$ cat src/rtl/apb_wait_slave.sv
// apb_wait_slave: APB completer with word-addressed register memory, programmable wait states and error response.
module apb_wait_slave #(
  parameter int DEPTH       = 16,
  parameter int WAIT_CYCLES = 0,
  parameter int DATA_W      = 32,
  parameter int ADDR_W      = 32
) (
  input  logic              Pclk,
  input  logic              Prst,
  input  logic              Pselx,
  input  logic              Penable,
  input  logic              Pwrite,
  input  logic [ADDR_W-1:0] Paddr,
  input  logic [DATA_W-1:0] Pwdata,
  output logic              Pready,
  output logic              Pslverr,
  output logic [DATA_W-1:0] Prdata
);
  localparam int IW = DEPTH > 1 ? $clog2(DEPTH) : 1;
  localparam logic [ADDR_W-1:0] LIM = ADDR_W'(DEPTH);
  typedef enum logic {IDLE, ACCESS} state_t;
  state_t state, state_n;
  logic [DATA_W-1:0] mem [DEPTH];
  logic [ADDR_W-1:0] addr_q, addr_n, la;
  logic wr_q, wr_n, lw, setup, load, we, rdy_n, err_n;
  logic [3:0] cnt, cnt_n;
  logic [DATA_W-1:0] rdata_n;
  // A setup phase is honoured in either state; in ACCESS it restarts the transfer.
  always_comb begin
    setup   = Pselx & ~Penable;
    la      = setup ? Paddr : addr_q;
    lw      = setup ? Pwrite : wr_q;
    state_n = state;
    addr_n  = addr_q;
    wr_n    = wr_q;
    cnt_n   = cnt;
    rdy_n   = Pready;
    err_n   = Pslverr;
    rdata_n = Prdata;
    load    = 1'b0;
    we      = 1'b0;
    if (setup) begin
      state_n = ACCESS;
      addr_n  = Paddr;
      wr_n    = Pwrite;
      cnt_n   = 4'(WAIT_CYCLES);
      rdy_n   = 1'b0;
      err_n   = 1'b0;
      rdata_n = '0;
      load    = WAIT_CYCLES == 0;
    end else if (state == ACCESS) begin
      if (Pselx && !Pready) begin
        cnt_n = cnt - 4'(cnt != 4'd0);
        load  = cnt <= 4'd1;
      end else begin
        state_n = IDLE;
        rdy_n   = 1'b0;
        err_n   = 1'b0;
        rdata_n = '0;
        we      = Pselx && wr_q && addr_q < LIM;
      end
    end
    if (load) begin
      rdy_n   = 1'b1;
      err_n   = la >= LIM;
      rdata_n = (!lw && la < LIM) ? mem[la[IW-1:0]] : '0;
    end
  end
  always_ff @(posedge Pclk or posedge Prst) begin
    if (Prst) begin
      state   <= IDLE;
      addr_q  <= '0;
      wr_q    <= 1'b0;
      cnt     <= '0;
      Pready  <= 1'b0;
      Pslverr <= 1'b0;
      Prdata  <= '0;
      for (int i = 0; i < DEPTH; i++) mem[i] <= '0;
    end else begin
      state   <= state_n;
      addr_q  <= addr_n;
      wr_q    <= wr_n;
      cnt     <= cnt_n;
      Pready  <= rdy_n;
      Pslverr <= err_n;
      Prdata  <= rdata_n;
      if (we) mem[addr_q[IW-1:0]] <= Pwdata;
    end
  end
endmodule
$ cat config.mk
export PLATFORM = sky130hd
export DESIGN_NAME = apb_wait_slave
export DESIGN_NICKNAME = d
export VERILOG_FILES = /design/src/rtl/apb_wait_slave.sv
export SDC_FILE = /design/constraint.sdc
export NUM_CORES = 1
export LEC_CHECK = 0
export CORE_MARGIN = 2
export CORE_UTILIZATION = 50
export DETAILED_ROUTE_END_ITERATION = 8
export GPL_TIMING_DRIVEN = 0
export PLACE_DENSITY = 0.76
export SLEW_MARGIN = 20
export SYNTH_ARGS = -nofsm -noshare
export SYNTH_HDL_FRONTEND = slang
export SYNTH_SLANG_ARGS = --single-unit
$ cat constraint.sdc
create_clock -name Pclk -period 19.89 [get_ports Pclk]
set_clock_uncertainty 0.1 [all_clocks]
set_input_delay 1.989 -clock Pclk [delete_from_list [all_inputs] [get_ports Pclk]]
set_output_delay 1.989 -clock Pclk [all_outputs]
set_load 0.005 [all_outputs]
==> results of run 1 <==
registers in the layout, summed over array words and instances, names as in the netlist:
| name | cells |
|---|---|
| Prdata | 32 |
| Pready | 1 |
| Pslverr | 1 |
| addr_q | 32 |
| cnt | 4 |
| mem | 512 |
| state | 1 |
| wr_q | 1 |
worst paths after layout:
| path | start | to | slack, ps | cells past startpoint |
|---|---|---|---|---|
| min in group asynchronous | Prst | addr_q[10] | 1670 | 2 |
| max in group asynchronous | Prst | mem[335] | 16590 | 4 |
| worst max register to register | addr_q[1] | Prdata[20] | 16150 | 9 |
| worst min register to register | addr_q[7] | addr_q[7] | 370 | 2 |
| worst min-delay path | addr_q[7] | addr_q[7] | 370 | 2 |
| worst max-delay path | Pselx | Prdata[20] | 14240 | 11 |
cells in the final DEF, fill, tap and decap left out, types with 2 or more instances in the layout:
cell,count
dfrtp_1,584
mux2_2,502
nand2_1,325
clkbuf_1,126
clkdlybuf4s50_1,102
mux2i_1,72
nand3_1,68
buf_2,64
o22ai_1,62
a2bb2oi_1,62
clkbuf_16,62
a31oi_1,33
o31ai_1,33
o221ai_1,32
a32oi_1,31
nor2_1,15
clkbuf_8,15
nor4_1,12
mux2_1,10
inv_1,6
buf_1,6
buf_16,5
or4_1,4
a21oi_1,4
clkinv_2,4
nor2b_1,3
nand2b_1,3
nand4_1,2
nor3_2,2
o21ai_0,2
xor2_1,2
mux4_2,2
or3_1,2
nand3b_1,2
ha_1,2
bufinv_16,2
cells by family after synthesis:
group	count (synthesis)	synth area share
adders and majority gates	2	0.000968
and+or+nand+nor	448	0.0739
DFF	584	0.566
buffers and inverters	183	0.0297
muxes	586	0.253
AOI/OAI and AO/OA	260	0.0765
xor gates and xnor gates	2	0.000678
report_power, final:
part / internal, mW / switching (mW) / leakage (nW)
clock: 0.650 / 0.463 / 0.948
sequential: 1.20 / 0.00668 / 8.10
combinational: 0.0904 / 0.215 / 5.42
total: 1.94 / 0.685 / 14.5
critical path, stage by stage:
cell	delay [ps]
clkdlybuf4s50_1	590
nor2b_1	170
clkbuf_1	280
mux2i_1	820
inv_1	160
clkbuf_1	350
nor2_1	660
buf_2	450
nand3_1	120
a31oi_1	300
o31ai_1	140
metal layers:
metal | up-vias | wire length, um | GRT usage
li1 | 7811 | - | -
met4 | 4 | 2670 | 0.108
met2 | 682 | 33400 | 0.428
met5 | - | 23 | 0
met1 | 9351 | 29600 | 0.349
met3 | 191 | 4670 | 0.0543
through the flow:
stage / hold WS [ps] / util / instances / instance area [um^2] / worst slack (ps)
2_1_floorplan: 337 / - / 2065 / 25800 / 1460
3_3_place_gp: 355 / 0.541 / 2847 / 27700 / -4070
3_5_place_dp: 362 / 0.544 / 2852 / 27900 / 13770
4_1_cts: 374 / 0.582 / 2958 / 29800 / 14410
5_1_grt: 392 / 0.582 / 2958 / 29800 / 14100
6_report: 371 / 0.582 / 2958 / 29800 / 14240
final cells by class:
class                      instances  area (um^2)  area share
tap                              680          851      0.0286
timing repair buffer             107         1160      0.0389
inverter                           8         37.5     0.00126
clock inverter                     8          104     0.00348
multi-input combinational       1298        10500       0.351
buffer                           175          737      0.0247
sequential                       584        14600       0.490
clock buffer                      98         1840      0.0616
==> metrics.cfg, run 1 <==
[timing]
tightest_slew_ps=1020
setup_viol=0
maxSlewHeadroom=0.321
rsz0062_at_grt=no
fin_crit_ps=5650
slew_viol_final=0
min_period_over_period=0.284
tns_ps=0
fmax_mhz=177
hold_viol=0

[finish]
drive_above_1_share=0.293
n_antenna_cell=0
area_growth_pct=15.3
nets=2305
fillerInstances=3996

[clocking]
post-cts-setup-buffers=0
root_buffer=clkbuf_16
insertion_delay_ps=620
htreeDepth=2
cts.repair.resized=0
cts_buffer_depth=3
cts_tree=yes
cts_buffers=60
cts.clk_slew.worst_paths_ps=50
cts.sinks=584
hold_buffers=0

[critical_path]
cp-start-kind=primary input
critical_path_class=primary input to register
cp-end-kind=register
path_max_fanout=10
cp.arrival_ps=6040
required_ps=20280

[logic_synthesis]
synth_area_leaders=dfrtp_1 (57%), mux2_2 (22%), nand2_1 (4.7%)
seq_area_frac_synth=0.566
synth_commonest_cells=dfrtp_1 (584), mux2_2 (502), nand2_1 (325)
synth_area_um2=25800
async_flop_share=1.00
synth_most_common_cell=dfrtp_1
syn-mean-instance-area_um2=12.5
yosys.cell_types.count=42
synth_edf_count=0
yosysWarnings=0
syn_nets=2136
yosys_register_bits=584
synth_top_flop_cell=dfrtp_1
yosysTopAreaCellShare=0.566
syn_inst=2065
synth.largest_area_cell=dfrtp_1

[worst_hold_path]
hold_path.class=register to register

[routing]
postRouteWirelength_um=70400
vias_per_cell=6.10
vias=18000
wl_per_cell_um=23.8
drtPass1Iterations=5
antenna_left=0
drt_iter0_drc=1625
drcViolationCount=0

[floorplanning]
dieArea_um2=53500
start_util=0.505
placementRows=83
dieHeight_um=231
num_io_pins=103
coreArea_um2=51200
die-width_um=231

[grt]
grt_pass1_vias=18700
grt_pass1_wl_um=108000
grt_max_degree=113
antenna_found_initial=2
grt_overflow_total=0
grt_usage=0.264

[power]
vdd_drop_max_uv=66.9
leakage_nw=14.5
power_density_nw_per_um2=88.0
power_mw=2.62

[job]
drv_cap=0

[status]
status=complete, no violations

[place]
port_buffers=102
place_hpwl_um=47300
gp_routability_congestion=0.882

(Power assumes the default switching activity.)
==> run 2, diff against run 1 <==
Clock period 19.89 ns to 5.2 ns, I/O delays scaled along.
==> run 2 against run 1 <==
  * Power increased to 3.8 times the previous value
  * Sequential share of layout area shrank 0.18 points
  * Die area did not move
  * Global-route usage up 0.50 points
  * Setup slack worse by 13000 ps
  * Via count rose by 0.44%
  * Final cell count rose by 0.30%
==> metrics.cfg, run 2 (synthesis gave the netlist of run 1 again) <==
[floorplanning]
dieArea_um2=53500
num_io_pins=103
die-width_um=231
start_util=0.505
dieHeight_um=231
placementRows=83
coreArea_um2=51200

[timing]
fin_crit_ps=3890
rsz0062_at_grt=no
fmax_mhz=257
min_period_over_period=0.748
maxSlewHeadroom=0.290
tightest_slew_ps=1040
setup_viol=0
slew_viol_final=0
hold_viol=0
fin_ws_ps=1310

[critical_path]
crit_top_cell=clkbuf_1
path_cells=clkdlybuf4s50_1 -> nor2b_1 -> clkbuf_1 -> mux2i_1 -> inv_1 -> clkbuf_1 -> nor2_1 -> buf_2 -> nand3_1 -> a31oi_1 -> o31ai_1
cp-start-kind=primary input
path_max_fanout=10
required_ps=5590
critical_path_class=primary input to register
crit_slowest_cell=mux2i_1
critPathTopFamily=buffers and inverters
cp-end-kind=register
critPathMaxStageDelay_ps=900
cp.arrival_ps=4280
reg2reg_slack_ps=1680
path_buf_inv=5

[place]
dp.cells=2865
pre_cts_slack_ps=782
port_buffers=102
gp_routability_congestion=0.888
place_hpwl_um=48400

[grt]
antenna_found_initial=1
grt_max_degree=38
grt_usage=0.269
grt_pass1_wl_um=110000
grt_pass1_vias=18800
grt_overflow_total=0

[clocking]
insertion_delay_ps=640
cts_buffers=57
post-cts-setup-buffers=0
cts_tree=yes
cts.sinks=584
root_buffer=clkbuf_16
hold_buffers=0
htreeDepth=2
cts.clk_slew.worst_paths_ps=60
cts_buffer_depth=3
cts.repair.resized=0

[routing]
antenna_left=0
drcViolationCount=0
wl_per_cell_um=24.1
vias=18100
top_layer_used=met5
met3_wirelength_um=5450
postRouteWirelength_um=71400
dr_wl_met2_um=33700
drt_iter0_drc=1623
drtPass1Iterations=5
vias_per_cell=6.11
m1WireLength_um=29200

[worst_hold_path]
hold_path.class=primary input to asynchronous set/reset pin

[power]
power_density_nw_per_um2=330
leakage_nw=14.5
vdd_drop_max_uv=230

[status]
status=complete, no violations

[finish]
finalNonFillerCells=2967
nets=2315
top_register=mem
largest_reg_flops=512
area_growth_pct=15.7
largestRegisters=mem (512), Prdata (32), addr_q (32)
layout.cells.most_common=dfrtp_1
layout_common_cells=dfrtp_1 (584), mux2_2 (502), nand2_1 (325), clkbuf_1 (120), clkdlybuf4s50_1 (102)
fillerInstances=3973
post-route-util=0.584
drive_above_1_share=0.298
n_antenna_cell=0

[job]
drv_cap=0

==> run 2: power by group <==
group	leakage (nW)	switching, mW	internal [mW]
clock network	0.914	1.75	2.32
registers	8.10	0.0252	4.58
logic	5.52	0.825	0.363
total	14.5	2.60	7.27
==> run 2: stage by stage <==
stage	total power [mW]	instance area, um^2	setup TNS [ps]	hold WS (ps)
2_1_floorplan	5.36	25800	-1973580	337
3_3_place_gp	5.79	27700	-3698310	354
3_5_place_dp	5.85	28100	0	364
4_1_cts	9.88	29900	0	227
5_1_grt	10.2	29900	0	282
6_report	9.87	29900	0	226
==> run 2: cell type report <==
class	count	area [um^2]	area share
flip-flops and latches	584	14600	0.489
inverters	8	33.8	0.00113
plain buffers	175	737	0.0246
multi-input cells	1298	10500	0.350
clock buffers	92	1780	0.0595
repair buffers	120	1380	0.0462
clock inverters	10	53.8	0.00180
well taps	680	851	0.0284
==> run 2: worst paths after layout <==
| kind | end | depth (start not counted) | start |
|---|---|---|---|
| worst max-delay path | Prdata[20] | 11 | Pselx |
| worst min-delay path | addr_q[10] | 2 | Prst |
| worst max register to register | Prdata[20] | 9 | addr_q[1] |
| worst min register to register | addr_q[19] | 2 | addr_q[19] |
| max in group asynchronous | mem[46] | 7 | Prst |
| min in group Pclk | addr_q[6] | 3 | Paddr[6] |
==> run 2: routing by layer <==
| metal | track usage | vias up |
|---|---|---|
| met4 | 0.117 | 2 |
| met1 | 0.357 | 9357 |
| li1 | - | 7838 |
| met2 | 0.431 | 727 |
| met5 | 0 | - |
| met3 | 0.0556 | 195 |
